$ cat config.mk
export PLATFORM = sky130hd
export DESIGN_NAME = instruction_decoder
export DESIGN_NICKNAME = d
export VERILOG_FILES = /design/src/rtl/instruction_decoder.sv
export SDC_FILE = /design/constraint.sdc
export NUM_CORES = 1
export LEC_CHECK = 0
export ABC_AREA = 1
export CAP_MARGIN = 20
export CORE_UTILIZATION = 39
export CTS_BUF_LIST = sky130_fd_sc_hd__clkbuf_16
export DETAILED_ROUTE_END_ITERATION = 8
export PLACE_DENSITY_LB_ADDON = 0.1
export SYNTH_ARGS = -nofsm -noshare
export SYNTH_HDL_FRONTEND = slang
export SYNTH_SLANG_ARGS = --single-unit
$ cat constraint.sdc
create_clock -name clk -period 1.5 [get_ports clk]
set_input_delay 0.45 -clock clk [delete_from_list [all_inputs] [get_ports clk]]
set_output_delay 0.45 -clock clk [all_outputs]
set_load 0.02 [all_outputs]
$ cat src/rtl/instruction_decoder.sv
// Per-core instruction decoder: captures one 16-bit instruction while the core is in DECODE
// and holds ALU/regfile/LSU/PC control outputs stable until the next DECODE.
module instruction_decoder #(
   parameter int CNT_WIDTH = 16
) (
   input  logic                 clk,
   input  logic                 reset,
   input  logic [2:0]           core_state,
   input  logic [15:0]          instruction,
   output logic [3:0]           decoded_rd_address,
   output logic [3:0]           decoded_rs_address,
   output logic [3:0]           decoded_rt_address,
   output logic [2:0]           decoded_nzp,
   output logic [7:0]           decoded_immediate,
   output logic                 decoded_reg_write_enable,
   output logic                 decoded_mem_read_enable,
   output logic                 decoded_mem_write_enable,
   output logic                 decoded_nzp_write_enable,
   output logic [1:0]           decoded_reg_input_mux,
   output logic [1:0]           decoded_alu_arithmetic_mux,
   output logic                 decoded_alu_output_mux,
   output logic                 decoded_pc_mux,
   output logic                 decoded_ret,
   output logic                 decoded_illegal,
   output logic [CNT_WIDTH-1:0] decode_count
);

   localparam logic [2:0] ST_DECODE = 3'b010;

   logic [3:0]           rd_q, rs_q, rt_q, rd_d, rs_d, rt_d;
   logic [2:0]           nzp_q, nzp_d;
   logic [7:0]           imm_q, imm_d;
   logic                 reg_we_q, reg_we_d, mem_re_q, mem_re_d, mem_we_q, mem_we_d;
   logic                 nzp_we_q, nzp_we_d, alu_out_q, alu_out_d, pc_mux_q, pc_mux_d;
   logic                 ret_q, ret_d, illegal_q, illegal_d;
   logic [1:0]           in_mux_q, in_mux_d, arith_q, arith_d;
   logic [CNT_WIDTH-1:0] count_q, count_d;

   // Next-state decode of the presented instruction; only committed in DECODE.
   always_comb begin
      rd_d      = instruction[11:8];
      rs_d      = instruction[7:4];
      rt_d      = instruction[3:0];
      nzp_d     = instruction[11:9];
      imm_d     = instruction[7:0];
      reg_we_d  = 1'b0;
      mem_re_d  = 1'b0;
      mem_we_d  = 1'b0;
      nzp_we_d  = 1'b0;
      in_mux_d  = 2'b00;
      arith_d   = 2'b00;
      alu_out_d = 1'b0;
      pc_mux_d  = 1'b0;
      ret_d     = 1'b0;
      illegal_d = illegal_q;
      count_d   = (count_q == {CNT_WIDTH{1'b1}}) ? count_q : count_q + CNT_WIDTH'(1);
      unique case (instruction[15:12])
         4'b0000: ;
         4'b0001: pc_mux_d = 1'b1;
         4'b0010: begin alu_out_d = 1'b1; nzp_we_d = 1'b1; end
         4'b0011: begin reg_we_d = 1'b1; arith_d = 2'b00; end
         4'b0100: begin reg_we_d = 1'b1; arith_d = 2'b01; end
         4'b0101: begin reg_we_d = 1'b1; arith_d = 2'b10; end
         4'b0110: begin reg_we_d = 1'b1; arith_d = 2'b11; end
         4'b0111: begin reg_we_d = 1'b1; mem_re_d = 1'b1; in_mux_d = 2'b01; end
         4'b1000: mem_we_d = 1'b1;
         4'b1001: begin reg_we_d = 1'b1; in_mux_d = 2'b10; end
         4'b1111: ret_d = 1'b1;
         default: illegal_d = 1'b1;
      endcase
   end

   always_ff @(posedge clk) begin
      if (reset) begin
         rd_q      <= '0;
         rs_q      <= '0;
         rt_q      <= '0;
         nzp_q     <= '0;
         imm_q     <= '0;
         reg_we_q  <= 1'b0;
         mem_re_q  <= 1'b0;
         mem_we_q  <= 1'b0;
         nzp_we_q  <= 1'b0;
         in_mux_q  <= '0;
         arith_q   <= '0;
         alu_out_q <= 1'b0;
         pc_mux_q  <= 1'b0;
         ret_q     <= 1'b0;
         illegal_q <= 1'b0;
         count_q   <= '0;
      end else if (core_state == ST_DECODE) begin
         rd_q      <= rd_d;
         rs_q      <= rs_d;
         rt_q      <= rt_d;
         nzp_q     <= nzp_d;
         imm_q     <= imm_d;
         reg_we_q  <= reg_we_d;
         mem_re_q  <= mem_re_d;
         mem_we_q  <= mem_we_d;
         nzp_we_q  <= nzp_we_d;
         in_mux_q  <= in_mux_d;
         arith_q   <= arith_d;
         alu_out_q <= alu_out_d;
         pc_mux_q  <= pc_mux_d;
         ret_q     <= ret_d;
         illegal_q <= illegal_d;
         count_q   <= count_d;
      end
   end

   assign decoded_rd_address         = rd_q;
   assign decoded_rs_address         = rs_q;
   assign decoded_rt_address         = rt_q;
   assign decoded_nzp                = nzp_q;
   assign decoded_immediate          = imm_q;
   assign decoded_reg_write_enable   = reg_we_q;
   assign decoded_mem_read_enable    = mem_re_q;
   assign decoded_mem_write_enable   = mem_we_q;
   assign decoded_nzp_write_enable   = nzp_we_q;
   assign decoded_reg_input_mux      = in_mux_q;
   assign decoded_alu_arithmetic_mux = arith_q;
   assign decoded_alu_output_mux     = alu_out_q;
   assign decoded_pc_mux             = pc_mux_q;
   assign decoded_ret                = ret_q;
   assign decoded_illegal            = illegal_q;
   assign decode_count               = count_q;

endmodule
==> flow_summary.ini <==
[hold_path]
min-delay-path-class = flip-flop to flip-flop

[sta]
holdWs_ps = 453
layout_skew_ps = 2.16
report.final.hold_viol_count = 0
finalCriticalPeriod_ps = 1460
final_min_period_over_clock_period = 0.975
tightest_slew_ps = 274
fmax_ghz = 0.684
setup-violations-final = 0
final.setup.worst_slack_ps = 38.1
maxSlewHeadroom = 0.817
report.final.slew_viol_count = 0

[worst_setup_path]
critical_path.endpoint_type = output pin
timing_worst_setup_path_type = flip-flop to output pin
timing.critical_path.slowest_cell_delay_ps = 380
crit_fanout = 4
crit_slowest_cell = sky130_fd_sc_hd__dfxtp_1
worst_path_dominant_cell_family = flip-flops
start_kind = flip-flop
cp_cell_sequence = dlygate4sd2_1
critPathArrivalTime_ps = 1010
number_of_buffer_and_inverter_stages_on_the_critical_path = 1
cp.required_ps = 1050

[yosys]
yosys.area.top_type = sky130_fd_sc_hd__dfxtp_1
yosys-mux-area-fraction = 0
syn_area_per_cell_sq_um = 6.90
share_of_synthesized_cell_area_in_full_adder_half_adder_and_majority_cells = 0.00672
synth-compound-area-share = 0.118
yosys_warnings = 0
synth_edf_count = 0
synthesis.instances = 270
post_synth_num_cell_types = 23
netlist_top_cells_area = sky130_fd_sc_hd__dfxtp_1 42%, sky130_fd_sc_hd__nand2_1 12%, sky130_fd_sc_hd__nor2_1 9.9%
post_synth_xor_area_fraction = 0.0282
synthesis.nets = 292
yosysSeqAreaShare = 0.419
syn-cell-area_sq_um = 1860
synth_top_family_by_area = simple AND/OR/NAND/NOR gates
number_of_storage_elements_in_the_synthesis_netlist = 39
asyncSetResetFlopFracSynth = 0
post_synth_and_or_nand_nor_area_fraction = 0.316
synth_top_cell_area_share = 0.419
synthFlopType = sky130_fd_sc_hd__dfxtp_1

[run_status]
run_status = finished, violations left
violations = design-rule violations

[finish]
post_route_core_utilization = 0.667
multi_input_area_sq_um = 928
final_layout_size_suffix_gt1_frac = 0.190
number_of_antenna_cells_inserted = 0
layout.nets = 385
finalNonFillerCells = 416
fillCellCount = 396
register_area_sq_um = 796
area_delta_synth_final_pct = 60.2

[die]
pin_count = 72
floorplan.core_area_sq_um = 4470
die_h_um = 71.1
rows = 24
die_area_sq_um = 5060
start_util = 0.416
width_of_the_die_um = 71.1

[place]
place.detailed.instances = 405
hpwl_um = 3540
port_buffers = 71
gp_congestion = 0.871
placement.setup.worst_slack_ps = -350

[drt]
remaining_drc_errors = 2
drt-pass1-iter-count = 7
vias = 2036
routed_via_density = 4.89
detail_route.iter0.violations = 85
wl_per_cell_um = 12.0
postRouteWirelength_um = 5010
antenna_violating_nets_post_route = 0

[power]
ir_drop_mv = 0.628
power_report.internal_total_mw = 1.80
cellLeakagePower_nw = 1.43
comb_power_share = 0.127
power.net_switching_mw = 0.571
clock_power_share = 0.420
power.density_cell_area_nw_per_um2 = 795
sequential_power_share = 0.454
swShare = 0.241

[cts]
cts-htree-levels = 2
cts_inserted_buffers = 5
ctsRootBufferMaster = sky130_fd_sc_hd__clkbuf_16
maximum_buffer_depth_of_the_clock_tree = 2
cts.sinks = 39
worstSkewPairLatency_ps = 280
cts_hold_buffers = 0
tritoncts = done
path_clk_slew_ps = 60

[global_routing]
grt_pass1_wl_um = 8460
first_global_vias = 1946
largest_net_degree_at_the_start_of_global_routing = 21
grt_antenna_before_repair = 0
globalRoute.totalOverflow = 0
grtUsageTotal = 0.215

[run]
maxCapViolations = 0
## synth_stat cells (3+ instances only)
cell	number
sky130_fd_sc_hd__nand4_1	10
sky130_fd_sc_hd__a21oi_1	23
sky130_fd_sc_hd__xnor2_1	3
sky130_fd_sc_hd__buf_4	13
sky130_fd_sc_hd__xor2_1	3
sky130_fd_sc_hd__inv_1	20
sky130_fd_sc_hd__nand3_1	15
sky130_fd_sc_hd__nand2_1	61
sky130_fd_sc_hd__dfxtp_1	39
sky130_fd_sc_hd__nor2_1	49
sky130_fd_sc_hd__clkbuf_1	7
sky130_fd_sc_hd__o21ai_0	16
## area by class of cell
class	instances	share of cell area
Inverter	21	0.0277
Sequential cell	39	0.267
Timing Repair Buffer	107	0.327
Multi-Input combinational cell	189	0.311
Clock buffer	5	0.0419
Tap cell	52	0.0218
Clock inverter	3	0.00419
## metal layers
| metal | vias up | global-route usage | wire length [um] |
|---|---|---|---|
| met5 | - | 0 | 0 |
| met1 | 915 | 0.252 | 2230 |
| met4 | 0 | 0.124 | 91 |
| li1 | 1046 | - | - |
| met3 | 8 | 0.0556 | 296 |
| met2 | 67 | 0.358 | 2400 |
## what timing repair did
| item | in CTS | in global routing |
|---|---|---|
| endpoints found under the hold margin | 0 | 0 |
| endpoints found under the setup margin | 62 | 34 |
| pin swaps | 2 | 7 |
| setup buffers | 0 | 2 |
| cloned | 0 | 1 |
| gates resized for setup | 61 | 23 |
## flip-flops by register name (all words and copies together), names as in the netlist
| register | flops |
|---|---|
| decode_count | 16 |
| decoded_alu_arithmetic_mux | 2 |
| decoded_alu_output_mux | 1 |
| decoded_illegal | 1 |
| decoded_immediate | 2 |
| decoded_mem_read_enable | 1 |
| decoded_mem_write_enable | 1 |
| decoded_nzp | 1 |
| decoded_pc_mux | 1 |
| decoded_rd_address | 3 |
| decoded_reg_input_mux | 2 |
| decoded_reg_write_enable | 1 |
| decoded_ret | 1 |
| decoded_rs_address | 3 |
| decoded_rt_address | 3 |
## power groups by stage
| stage | clock [mW] | sequential, mW | combinational (mW) |
|---|---|---|---|
| 6_report | 0.997 | 1.08 | 0.300 |
| 5_1_grt | 1.07 | 1.08 | 0.324 |
| 4_1_cts | 1.02 | 1.08 | 0.290 |
| 3_5_place_dp | 0 | 1.10 | 0.315 |
| 3_3_place_gp | 0 | 1.10 | 0.314 |
| 2_1_floorplan | 0 | 1.13 | 0.121 |
## stage by stage
step	power, mW	setup TNS [ps]	instance area [sq um]
floorplan	1.25	0	1870
global placement	1.42	-9140	2790
detailed placement	1.42	-9840	2790
CTS	2.39	0	2890
global route	2.48	-2.31	2990
finish	2.37	0	2990
## kinds of logic (layout without fill, tap and decap cells)
family          Yosys count  after routing
compound gates           43             43
xor+xnor                  6              6
fa+ha+maj                 1              1
buf+inv                  42            136
flops                    39             39
simple gates            139            139
## cells in the final DEF (no fill, tap or decap)
| master | instances |
|---|---|
| sky130_fd_sc_hd__nand2_1 | 58 |
| sky130_fd_sc_hd__dlygate4sd2_1 | 50 |
| sky130_fd_sc_hd__nor2_1 | 42 |
| sky130_fd_sc_hd__dfxtp_1 | 31 |
| sky130_fd_sc_hd__buf_4 | 30 |
| sky130_fd_sc_hd__a21oi_1 | 23 |
| sky130_fd_sc_hd__inv_1 | 20 |
| sky130_fd_sc_hd__clkdlybuf4s50_1 | 17 |
| sky130_fd_sc_hd__o21ai_0 | 16 |
| sky130_fd_sc_hd__nand3_1 | 15 |
| sky130_fd_sc_hd__nand4_1 | 10 |
| sky130_fd_sc_hd__nor2_2 | 6 |
| sky130_fd_sc_hd__clkbuf_16 | 6 |
| sky130_fd_sc_hd__dfxtp_2 | 6 |
| sky130_fd_sc_hd__nand2_2 | 3 |
| sky130_fd_sc_hd__xnor2_1 | 3 |
| sky130_fd_sc_hd__xor2_1 | 3 |
| sky130_fd_sc_hd__buf_6 | 3 |
| sky130_fd_sc_hd__inv_2 | 2 |
| sky130_fd_sc_hd__nor2_4 | 2 |
| sky130_fd_sc_hd__dfxtp_4 | 2 |
| sky130_fd_sc_hd__clkdlybuf4s15_1 | 2 |
| sky130_fd_sc_hd__buf_12 | 2 |
| sky130_fd_sc_hd__nor3_4 | 1 |
| sky130_fd_sc_hd__clkinvlp_4 | 1 |
| sky130_fd_sc_hd__o211ai_1 | 1 |
| sky130_fd_sc_hd__a31oi_1 | 1 |
| sky130_fd_sc_hd__o22ai_1 | 1 |
| sky130_fd_sc_hd__or2_2 | 1 |
| sky130_fd_sc_hd__o21ai_4 | 1 |
| sky130_fd_sc_hd__nor3_1 | 1 |
| sky130_fd_sc_hd__ha_4 | 1 |
| sky130_fd_sc_hd__clkinv_2 | 1 |
| sky130_fd_sc_hd__dlymetal6s2s_1 | 1 |
| sky130_fd_sc_hd__clkdlybuf4s15_2 | 1 |
## final timing paths
check	slack (ps)	start	cells past startpoint	to
hold / removal	450	decoded_illegal	2	decoded_illegal
hold reg to reg	450	decoded_illegal	2	decoded_illegal
setup reg to reg	110	decode_count[0]	9	decode_count[13]
setup / recovery	40	decode_count[5]	1	decode_count[5]
(Power assumes the default switching activity.)
